### src/rtl/seed_dispatch_queue.sv
// clk1-side seed front end: FIFO of tagged seed requests feeding the clk1->clk2
// handshake synchroniser one transfer at a time, with zero-seed fix and drop accounting.
module seed_dispatch_queue #(
  parameter int                DATA_W   = 32,
  parameter int                DEPTH    = 4,
  parameter int                CH_W     = 2,
  parameter int                MODE_W   = 2,
  parameter int                GAP_CYC  = 1,
  parameter logic [DATA_W-1:0] ZERO_SUB = DATA_W'(1)
) (
  input  logic                          clk1,
  input  logic                          rst_n,
  input  logic                          in_valid,
  output logic                          in_ready,
  input  logic [DATA_W-1:0]             seed,
  input  logic [CH_W-1:0]               in_ch,
  input  logic [MODE_W-1:0]             in_mode,
  output logic                          hs_valid,
  output logic [DATA_W+CH_W+MODE_W-1:0] hs_data,
  input  logic                          hs_done_src,
  output logic [$clog2(DEPTH):0]        level,
  output logic                          ovf,
  input  logic                          clr_ovf,
  output logic [7:0]                    drop_cnt
);

  localparam int AW = $clog2(DEPTH);
  localparam int LW = AW + 1;
  localparam int EW = DATA_W + CH_W + MODE_W;
  localparam logic [3:0] GAP_INIT = 4'(GAP_CYC);

  typedef enum logic [1:0] {S_IDLE, S_WAIT, S_GAP} state_t;

  // Degenerate all-zero xorshift seed is replaced when the entry's mode[0] asks for it.
  function automatic logic [EW-1:0] zero_fix(input logic [EW-1:0] e);
    logic [DATA_W-1:0] s;
    logic [MODE_W-1:0] m;
    s = e[DATA_W-1:0];
    m = e[EW-1 -: MODE_W];
    if (m[0] && (s == '0)) s = ZERO_SUB;
    return {e[EW-1:DATA_W], s};
  endfunction

  function automatic logic [7:0] sat_inc(input logic [7:0] v);
    return (v == 8'hFF) ? v : v + 8'd1;
  endfunction

  logic [EW-1:0] mem_q [DEPTH];
  logic [AW-1:0] wr_q, rd_q;
  logic [LW-1:0] cnt_q, cnt_d;
  state_t        state_q;
  logic [3:0]    gap_q;
  logic          hs_valid_q;
  logic [EW-1:0] hs_data_q;
  logic          ovf_q;
  logic [7:0]    drop_q;

  logic full, push, pop, drop;

  assign full = (cnt_q == LW'(DEPTH));
  assign push = in_valid && !full;
  assign drop = in_valid && full;
  assign pop  = (state_q == S_IDLE) && (cnt_q != '0);

  always_comb begin
    cnt_d = cnt_q;
    case ({push, pop})
      2'b10:   cnt_d = cnt_q + LW'(1);
      2'b01:   cnt_d = cnt_q - LW'(1);
      default: cnt_d = cnt_q;
    endcase
  end

  // Storage carries no reset; only occupancy and pointers decide what is valid.
  always_ff @(posedge clk1) begin
    if (push) mem_q[wr_q] <= {in_mode, in_ch, seed};
  end

  always_ff @(posedge clk1 or negedge rst_n) begin
    if (!rst_n) begin
      wr_q       <= '0;
      rd_q       <= '0;
      cnt_q      <= '0;
      state_q    <= S_IDLE;
      gap_q      <= '0;
      hs_valid_q <= 1'b0;
      hs_data_q  <= '0;
      ovf_q      <= 1'b0;
      drop_q     <= '0;
    end else begin
      if (push) wr_q <= wr_q + AW'(1);
      if (pop)  rd_q <= rd_q + AW'(1);
      cnt_q <= cnt_d;

      if (clr_ovf) begin
        ovf_q  <= 1'b0;
        drop_q <= '0;
      end else if (drop) begin
        ovf_q  <= 1'b1;
        drop_q <= sat_inc(drop_q);
      end

      case (state_q)
        S_IDLE: begin
          if (pop) begin
            hs_data_q  <= zero_fix(mem_q[rd_q]);
            hs_valid_q <= 1'b1;
            state_q    <= S_WAIT;
          end
        end
        S_WAIT: begin
          if (hs_done_src) begin
            hs_valid_q <= 1'b0;
            if (GAP_CYC > 0) begin
              gap_q   <= GAP_INIT;
              state_q <= S_GAP;
            end else begin
              state_q <= S_IDLE;
            end
          end
        end
        S_GAP: begin
          if (gap_q <= 4'd1) state_q <= S_IDLE;
          else               gap_q   <= gap_q - 4'd1;
        end
        default: state_q <= S_IDLE;
      endcase
    end
  end

  assign in_ready = !full;
  assign hs_valid = hs_valid_q;
  assign hs_data  = hs_data_q;
  assign level    = cnt_q;
  assign ovf      = ovf_q;
  assign drop_cnt = drop_q;

endmodule

### config.mk
export PLATFORM = sky130hd
export DESIGN_NAME = seed_dispatch_queue
export DESIGN_NICKNAME = d
export VERILOG_FILES = /design/src/rtl/seed_dispatch_queue.sv
export SDC_FILE = /design/constraint.sdc
export NUM_CORES = 1
export LEC_CHECK = 0
export ABC_CLOCK_PERIOD_IN_PS = 3300
export CORE_ASPECT_RATIO = 1.5
export CORE_MARGIN = 1
export CORE_UTILIZATION = 25
export CTS_CLUSTER_SIZE = 24
export DETAILED_ROUTE_END_ITERATION = 10
export PLACE_DENSITY_LB_ADDON = 0.2
export SLEW_MARGIN = 20
export SYNTH_ARGS = -nofsm -noshare
export SYNTH_HDL_FRONTEND = slang
export SYNTH_SLANG_ARGS = --single-unit
export TNS_END_PERCENT = 5
### constraint.sdc
create_clock -name clk1 -period 3.3 [get_ports clk1]
set_input_delay 0.33 -clock clk1 [delete_from_list [all_inputs] [get_ports clk1]]
set_output_delay 0.33 -clock clk1 [all_outputs]
set_load 0.03 [all_outputs]
==> impl_results.md <==
* Status: finished clean
* Power share of the sequential group at 0.414
* Worst-Margin Slew at 0.867 ns
* Die Ht at 219 µm
* Core Box Area at 30900 µm²
* Met2 Use GR at 0.206
* Wirelength, routed at 16.8 mm
* CP Max Fanout at 24
* Cts hold-fix bufs at 0
* Util after Layout at 0.320
* Port Buffers at 90
* TNS Setup at 0 ns
* Cells after Synth at 394
* Mapped Nets at 444
* Pleak at 3.48 nW
* RePlAce Congestion at 0.688
* DRT Pass-1 Iters at 4
* CTS tree: yes
* Setup Crit Path Kind: reg2reg
* Global routing's busiest layer: met2
* Worst EP arrival at 3.11 ns
* Clk Tree Root Cell: clkbuf_16
* Worst EP required at 3.72 ns
* EDFF count, synth at 144
* # IOs at 91
* Yosys warns at 0
* Delay-heaviest family, CP: simple AND/OR/NAND/NOR gates
* Most common cell after layout, fill and taps aside: edfxtp_1
* Top FF cell, synth: edfxtp_1
* Setup crit end kind: flop
* Area leader, netlist: edfxtp_1
* Initial core utilization at 0.253
* M1 GR Usage at 0.119
* Synth Register Bits at 203
* Synth async-reset ratio at 0.291
* Ant diodes at 0
* Placed cell area at 9240 µm²
* Post-synthesis cell type count at 43
* Post-CTS Setup Inserts at 0
* Vias in the first global route at 4329
* Area growth syn-to-layout at 26.4%
* Drt first-iter violations at 180
* Synth area leaders: edfxtp_1 55%, dfrtp_1 19%, mux4_2 7.2%
* Antenna violations before repair at 0
* Detail Route Antenna Nets at 0
* Maximum vdd drop at 0.326 mV
* Final Hold Viols at 0
* Post_cts resized at 0
* Largest net degree at the start of global routing at 60
* Most frequent cells in the layout: 144 x edfxtp_1, 89 x clkdlybuf4s50_1, 57 x dfrtp_1
* Sw Pwr at 3.01 mW
* Final Critical Period at 2.69 ns
* CTS Buf Count at 20
* Die W at 146 µm
* Avg Cell Area, Syn at 19.9 µm²
* Drt drc at 0
* WP buf/inv at 1
* Worst hold slack at 0.0333 ns
* Cell Int Power at 6.30 mW
* Power Dens Cells at 941 nW/µm²
* Synthesized cell area at 7820 µm²
* HPWL after DPL at 10.8 mm
* HP Class: in2async
* Nets at 553
* Max cap viols at 0
* Clk_skew at 0.0129 ns
* Average wire per standard cell at 18.2 µm
* Worst-path clk slew at 0.06 ns
* Critical Path Source Type: flop
* Clk sinks at 203
* Sw Share at 0.324
* # rows at 79
* DIE AREA at 32000 µm²
* Final non-filler cell area at 9890 µm²
* Unrepaired setup endpoints after global routing: false
* Top cell type's share of synthesized area at 0.553
* Vias at 3904
* Fmax at 371 MHz
* Remaining Overflow, GRT at 0
* GRT Total Usage at 0.108
* CP max stage delay at 0.68 ns
* Final worst path period share at 0.816
* CP Cell Sequence: buf_12 -> mux4_2 -> nor4_1 -> nand4_1 -> or4_1 -> o21ai_1
* H-tree depth at 1
* Global-route wire length before repair at 25.8 mm
* Clock power share at 0.243
* Max clock buf depth at 3
* Slowest-stage cell, CP: dfrtp_2
* Gate power share at 0.343
* Sequential share of the synthesized area at 0.741
* Final Max Slew Viols at 0
* Share of layout cells above drive strength 1 at 0.211
* Worst-Skew Late Latency at 0.50 ns
* Max_slew headroom at 0.422
* GRT met3 Usage at 0.0190
* DR vias/cell at 4.24
* Final setup vio count at 0
[metal layers]
metal	vias up	routed length, µm
met4	0	393
met5	-	0
li1	1768	-
met1	2031	6480
met2	80	9210
met3	25	700
[final cells by class]
type	instances	area, µm²
fillers	2925	21000
flip-flops and latches	203	5800
multi-input cells	166	1900
repair buffers	100	983
clock buffers	24	537
well taps	405	507
clock inverters	11	111
inverters	12	45.0
[Yosys cell counts, types with 2 or more instances]
master,instances
edfxtp_1,144
dfrtp_1,59
mux2_2,34
mux4_2,25
nor2_1,20
inv_1,11
mux4_1,11
ha_1,8
nand2_1,8
xnor2_1,8
and3_1,7
nor4_1,6
xor2_1,6
buf_2,4
buf_1,3
clkbuf_1,3
mux2i_1,3
a21oi_1,2
and4_1,2
buf_6,2
nand3_1,2
nand4_1,2
o21ai_0,2
o21ai_1,2
or4_1,2
[worst paths after layout]
check | from | endpoint | slack (ns) | cells after the start
max | rd_q[0]$_DFFE_PN0P_ | hs_data[0]$_DFFE_PN0P_ | 0.61 | 6
min | rst_n | drop_cnt[4]$_DFFE_PN0P_ | 0.03 | 2
max reg2reg | rd_q[0]$_DFFE_PN0P_ | hs_data[0]$_DFFE_PN0P_ | 0.61 | 6
min reg2reg | hs_valid$_DFFE_PN0P_ | hs_valid$_DFFE_PN0P_ | 0.48 | 2
max in group asynchronous | rst_n | rd_q[1]$_DFFE_PN0P_ | 2.65 | 2
min in group clk1 | seed[23] | mem_q[3][23]$_DFFE_PP_ | 0.46 | 1
[sequential cells by signal (all words and copies together) (netlist names), 2 cells and up]
signal,cells
hs_data,36
mem_q,144
rd_q,2
level,3
state_q,2
gap_q,4
wr_q,2
drop_cnt,8
[power by group through the flow]
| stage | registers [mW] | logic [mW] | clock network [mW] |
|---|---|---|---|
| final | 3.86 | 3.19 | 2.26 |
| after global routing | 3.94 | 3.45 | 2.41 |
| after CTS | 3.88 | 3.28 | 2.33 |
| after detailed placement | 3.93 | 3.27 | 0 |
| after global placement | 3.92 | 3.23 | 0 |
| after floorplan | 4.22 | 1.72 | 0 |
[worst reg2reg max path, delay by kind of cell, from the launching register on]
family	cells	cell delay, ns
flip-flops	1	0.68
AO/OA/AOI/OAI	1	0.12
AND/OR/NAND/NOR	3	0.95
buffers and inverters	1	0.30
multiplexers	1	0.57
[cell families (layout without fill, tap and decap cells)]
kind of cell    after synthesis  count (layout)  synth area share
simple gates                 57              57            0.0387
compound gates               12              12           0.00992
xor+xnor                     14              14            0.0157
flops                       203             203             0.741
mux                          74              74             0.163
fa+ha+maj                     9               9            0.0154
buf+inv                      25             147            0.0158
[per-stage QoR]
| stage | total power [mW] | worst slack, ns | cells |
|---|---|---|---|
| final | 9.31 | 0.607 | 921 |
| after global routing | 9.80 | 0.408 | 921 |
| after CTS | 9.49 | 0.527 | 921 |
| after detailed placement | 7.20 | 0.551 | 886 |
| after global placement | 7.14 | 0.547 | 886 |
| after floorplan | 5.94 | 0.560 | 394 |
(Power assumes the default switching activity.)
